<file path="src/rtl/rx_cmd_sequencer.sv">
// Frames the UART byte stream into 4-byte motor commands (HEADER, L, R, CS) with inter-byte timeout and link watchdog.
// Optional RX_CMD_ERR_COUNT_EN adds a saturating err_count output cleared by every good frame.
module rx_cmd_sequencer #(
    parameter logic [7:0]  HEADER       = 8'hA5,
    parameter logic [31:0] BYTE_TIMEOUT = 32'd16670,
    parameter logic [31:0] SLEEP_CYCLES = 32'd48000000
) (
    input  logic       clk,
    input  logic       rst,
    input  logic [7:0] rx_data,
    input  logic       rx_done,
    output logic [7:0] left_cmd,
    output logic [7:0] right_cmd,
    output logic       cmd_valid,
    output logic       frame_err,
`ifdef RX_CMD_ERR_COUNT_EN
    output logic [7:0] err_count,
`endif
    output logic       link_timeout
);

    typedef enum logic [1:0] {
        IDLE   = 2'd0,
        GET_L  = 2'd1,
        GET_R  = 2'd2,
        GET_CS = 2'd3
    } state_t;

    state_t      r_state;
    logic [31:0] r_byte_cnt;
    logic [31:0] r_wd_cnt;
    logic [7:0]  r_hold_l;
    logic [7:0]  r_hold_r;
    logic [7:0]  r_left_cmd;
    logic [7:0]  r_right_cmd;
    logic        r_cmd_valid;
    logic        r_frame_err;
    logic        r_link_timeout;

    logic        w_cs_ok;
    logic        w_good;
    logic        w_byte_to;
    logic        w_err_pulse;

    // A byte arriving in the same cycle as the timeout wins, so the timeout is gated by !rx_done.
    assign w_cs_ok     = (rx_data == (HEADER ^ r_hold_l ^ r_hold_r));
    assign w_good      = rx_done && (r_state == GET_CS) && w_cs_ok;
    assign w_byte_to   = !rx_done && (r_state != IDLE) && (r_byte_cnt == BYTE_TIMEOUT);
    assign w_err_pulse = (rx_done && (r_state == GET_CS) && !w_cs_ok) || w_byte_to;

    always_ff @(posedge clk or negedge rst) begin
        if (!rst) begin
            r_state        <= IDLE;
            r_byte_cnt     <= '0;
            r_wd_cnt       <= '0;
            r_hold_l       <= '0;
            r_hold_r       <= '0;
            r_left_cmd     <= '0;
            r_right_cmd    <= '0;
            r_cmd_valid    <= 1'b0;
            r_frame_err    <= 1'b0;
            r_link_timeout <= 1'b0;
        end else begin
            r_cmd_valid <= 1'b0;
            r_frame_err <= w_err_pulse;

            if (rx_done) begin
                r_byte_cnt <= '0;
                case (r_state)
                    IDLE: begin
                        if (rx_data == HEADER) begin
                            r_state <= GET_L;
                        end
                    end
                    GET_L: begin
                        r_hold_l <= rx_data;
                        r_state  <= GET_R;
                    end
                    GET_R: begin
                        r_hold_r <= rx_data;
                        r_state  <= GET_CS;
                    end
                    GET_CS: begin
                        r_state <= IDLE;
                    end
                    default: begin
                        r_state <= IDLE;
                    end
                endcase
            end else if (r_state != IDLE) begin
                if (w_byte_to) begin
                    r_state    <= IDLE;
                    r_byte_cnt <= '0;
                end else begin
                    r_byte_cnt <= r_byte_cnt + 32'd1;
                end
            end

            // A good frame takes priority over watchdog expiry in the same cycle.
            if (w_good) begin
                r_wd_cnt       <= '0;
                r_left_cmd     <= r_hold_l;
                r_right_cmd    <= r_hold_r;
                r_cmd_valid    <= 1'b1;
                r_link_timeout <= 1'b0;
            end else if (r_wd_cnt == SLEEP_CYCLES) begin
                r_left_cmd     <= '0;
                r_right_cmd    <= '0;
                r_link_timeout <= 1'b1;
            end else begin
                r_wd_cnt <= r_wd_cnt + 32'd1;
            end
        end
    end

`ifdef RX_CMD_ERR_COUNT_EN
    logic [7:0] r_err_count;

    always_ff @(posedge clk or negedge rst) begin
        if (!rst) begin
            r_err_count <= '0;
        end else if (w_good) begin
            r_err_count <= '0;
        end else if (w_err_pulse && (r_err_count != 8'hFF)) begin
            r_err_count <= r_err_count + 8'd1;
        end
    end

    assign err_count = r_err_count;
`endif

    assign left_cmd     = r_left_cmd;
    assign right_cmd    = r_right_cmd;
    assign cmd_valid    = r_cmd_valid;
    assign frame_err    = r_frame_err;
    assign link_timeout = r_link_timeout;

endmodule

</file>
<file path="config.mk">
export PLATFORM = sky130hd
export DESIGN_NAME = rx_cmd_sequencer
export DESIGN_NICKNAME = d
export VERILOG_FILES = /design/src/rtl/rx_cmd_sequencer.sv
export SDC_FILE = /design/constraint.sdc
export NUM_CORES = 1
export LEC_CHECK = 0
export BUFFER_PORTS_ARGS = -buffer_cell sky130_fd_sc_hd__buf_4
export CAP_MARGIN = 20
export CORE_MARGIN = 10
export CORE_UTILIZATION = 35
export CTS_CLUSTER_SIZE = 40
export DETAILED_ROUTE_END_ITERATION = 8
export PLACE_DENSITY = 0.62
export SYNTH_ARGS = -nofsm -noshare
export SYNTH_HDL_FRONTEND = slang
export SYNTH_SLANG_ARGS = --single-unit
</file>
<file path="constraint.sdc">
create_clock -name clk -period 2.55 [get_ports clk]
set_input_delay 0.255 -clock clk [delete_from_list [all_inputs] [get_ports clk]]
set_output_delay 0.255 -clock clk [all_outputs]
set_load 0.02 [all_outputs]
</file>
==> run_results.csv <==
group,metric,value,unit
run_status,status,"finished clean",
clock_tree,clk-insertion-delay-late,340,ps
sta,skew,6.92,ps
floorplan,die_area,20000,um^2
synth,async_flop_share,100,%
layout,drive_above_1_share,16.0,%
job,max-cap-violations,0,
worst_hold_path,holdPathStages,2,
synth,synth_fp_nets,526,
critical_path,cp.arrival,2570,ps
power_and_ir_drop,p_clk_share,30.3,%
grt,grtUsageTotal,11.3,%
floorplan,pin_count,30,
grt,grt_pass1_wl,18.3,mm
clock_tree,cts_root_buf,"clkbuf_16",
synth,ys_types,46,
place,globalplace.congestion,0.809,
power_and_ir_drop,p_int,0.00335,W
critical_path,end_kind,"flip-flop",
sta,setup_ws,210,ps
synth,synth_area_leaders,"dfrtp_1 (49%), xnor2_1 (6.1%), nor2_1 (4.6%)",
worst_hold_path,hp-class,"input port to flip-flop",
sta,finalSetupViolCount,0,
clock_tree,h-tree-depth,3,
synth,synth_top_flop_cell,"dfrtp_1",
grt,grt_pass1_vias,3602,
place,port_buffers,29,
place,dpl.hpwl,7.75,mm
power_and_ir_drop,vdd_ir_drop_max,0.494,mV
clock_tree,cts_made_buffers,9,
sta,worstMarginPinSlew,607,ps
grt,grt_max_degree,58,
floorplan,chipHeight,141,um
layout,final_util,41.4,%
sta,fin_setup_tns,0,ps
power_and_ir_drop,power_density,785,nW/um^2
grt,antenna_found_initial,0,
layout,final_nets,561,
sta,fin_crit,2340,ps
power_and_ir_drop,seqPwrFrac,45.1,%
drt,vias,3661,
critical_path,critPathKind,"flip-flop to flip-flop",
synth,syn_area,5160,um^2
drt,drtIter0Drc,238,
layout,layout_commonest_cell,"dfrtp_1",
clock_tree,cts_buffer_depth,2,
synth,netlist_instances,507,
synth,yosys.area.top_type,"dfrtp_1",
layout,n_antenna_cell,0,
sta,finalCritPeriodShare,91.8,%
power_and_ir_drop,switching_share,28.9,%
synth,synth_area_per_cell,10.2,um^2
power_and_ir_drop,switchingPower,0.00136,W
critical_path,cp.required,2780,ps
drt,routedWlPerCell,15.1,um
clock_tree,cts.sinks,101,
synth,ys_seq_area_share,48.9,%
critical_path,critPathLaunchType,"flip-flop",
floorplan,fp.dieW,141,um
floorplan,core,14500,um^2
drt,ant_nets,0,
sta,fmax,427,MHz
critical_path,cp_max_fo,22,
drt,wl,11.0,mm
sta,relSlewSlack,59.5,%
clock_tree,cts_tree,"done",
synth,synth_top_area_share,48.9,%
synth,yosys_warnings,0,
place,pre_cts_ws,152,ps
drt,drc_errors,0,
grt,grt_remaining_overflow,0,
floorplan,start_util,35.7,%
synth,synth_edf_count,0,
layout,final_cell_mix,"dfrtp_1 (101), nor2_1 (63), nand2_1 (43)",
sta,rsz0062_at_grt,"false",
drt,vias_per_cell,5.02,
synth,synth_seq_cells,101,
drt,dr.pass1.iters,4,
critical_path,reg2reg_depth,6,
sta,report.final.slew_viol_count,0,
layout,area_growth,16.1,%
clock_tree,clk_pin_slew,70,ps
sta,hold_viol_final,0,
power_and_ir_drop,p_comb_share,24.7,%
floorplan,fp-row-count,44,
power_and_ir_drop,leakage,2.58,nW
-- synth_stat cells (2+ instances only) --
library cell / number
a21oi_1: 15
o21ai_0: 7
nor2_1: 63
xnor2_1: 36
ha_1: 8
nand3_1: 23
or2_2: 3
buf_2: 7
nand3b_1: 3
or3_1: 11
or4_1: 3
nor3_1: 8
nor3_2: 2
nand2_1: 43
dfrtp_1: 101
mux2_2: 16
nor4_1: 21
xor2_1: 19
inv_1: 31
nor4b_1: 6
a31o_2: 2
nand2b_1: 2
and3_1: 7
or4_4: 2
xnor3_1: 5
clkbuf_1: 8
nand4_1: 18
nor2b_1: 3
mux2i_1: 17
-- worst max-delay path: stages (launching register included) --
cell and delay (ps):
dfrtp_1 400, inv_1 80, ha_1 220, or4b_2 670, o41ai_4 500, buf_6 270, nor2_1 80
-- metal layers --
| metal | global-route usage (%) | routed length, um | vias to the layer above |
|---|---|---|---|
| met3 | 3.44 | 244 | 10 |
| met5 | 0 | 0 | - |
| li1 | - | - | 1802 |
| met2 | 17.8 | 5260 | 33 |
| met1 | 14.7 | 5300 | 1816 |
| met4 | 3.23 | 170 | 0 |
-- worst paths after layout --
| kind | startpoint | end | slack [ps] |
|---|---|---|---|
| min in group asynchronous | rst | r_wd_cnt[6]$_DFFE_PN0P_ | 460 |
| hold / removal | rx_data[3] | r_hold_r[3]$_DFFE_PN0P_ | 170 |
| max in group asynchronous | rst | r_hold_l[4]$_DFFE_PN0P_ | 1390 |
| setup / recovery | r_state[0]$_DFFE_PN0P_ | r_byte_cnt[17]$_DFFE_PN0P_ | 210 |
| setup reg to reg | r_state[0]$_DFFE_PN0P_ | r_byte_cnt[17]$_DFFE_PN0P_ | 210 |
| hold reg to reg | r_hold_r[0]$_DFFE_PN0P_ | r_hold_r[0]$_DFFE_PN0P_ | 520 |
-- final cells by class --
cell class | count | area [um^2]
Clock inverter | 4 | 75.1
Sequential cell | 101 | 2530
Inverter | 31 | 116
Fill cell | 1407 | 8480
Multi-Input combinational cell | 357 | 2460
Timing Repair Buffer | 42 | 359
Clock buffer | 10 | 229
Tap cell | 184 | 230
-- cell families (layout without fill, tap and decap cells) --
family	Yosys count	in the layout	share of synthesized area (%)
AOI/OAI and AO/OA	29	29	3.39
xor gates and xnor gates	61	61	12.0
adders and majority gates	8	8	1.94
buffers and inverters	49	87	3.95
DFF	101	101	48.9
muxes	33	33	6.78
and+or+nand+nor	226	226	23.0
-- repair_timing --
item	in CTS	in global routing
endpoints found under the setup margin	0	14
gates resized for setup	0	2
setup buffers	0	0
hold endpoints to repair	44	0
hold buffers	1	0
-- power groups by stage --
stage | Sequential (W) | Combinational [W] | Clock [W]
4_1_cts | 0.00212 | 0.00116 | 0.00147
3_5_place_dp | 0.00215 | 0.00115 | 0
5_1_grt | 0.00217 | 0.00128 | 0.00153
3_3_place_gp | 0.00212 | 0.00114 | 0
6_report | 0.00212 | 0.00116 | 0.00143
2_1_floorplan | 0.00214 | 0.000773 | 0
-- state kept, by name, indices dropped and copies added, names as in the netlist --
signal	count
cmd_valid	1
frame_err	1
left_cmd	8
link_timeout	1
r_byte_cnt	32
r_hold_l	8
r_hold_r	8
r_state	2
r_wd_cnt	32
right_cmd	8
-- per-stage QoR --
step / power (W) / hold slack (ps) / std cells / cell area [um^2]
2_1_floorplan: 0.00292 / -40.6 / 507 / 5160
3_3_place_gp: 0.00327 / 292 / 714 / 5670
3_5_place_dp: 0.00330 / 302 / 714 / 5670
4_1_cts: 0.00475 / 155 / 729 / 5990
5_1_grt: 0.00498 / 164 / 729 / 6000
6_report: 0.00471 / 172 / 729 / 6000
Power figures use the tool's default switching activity.
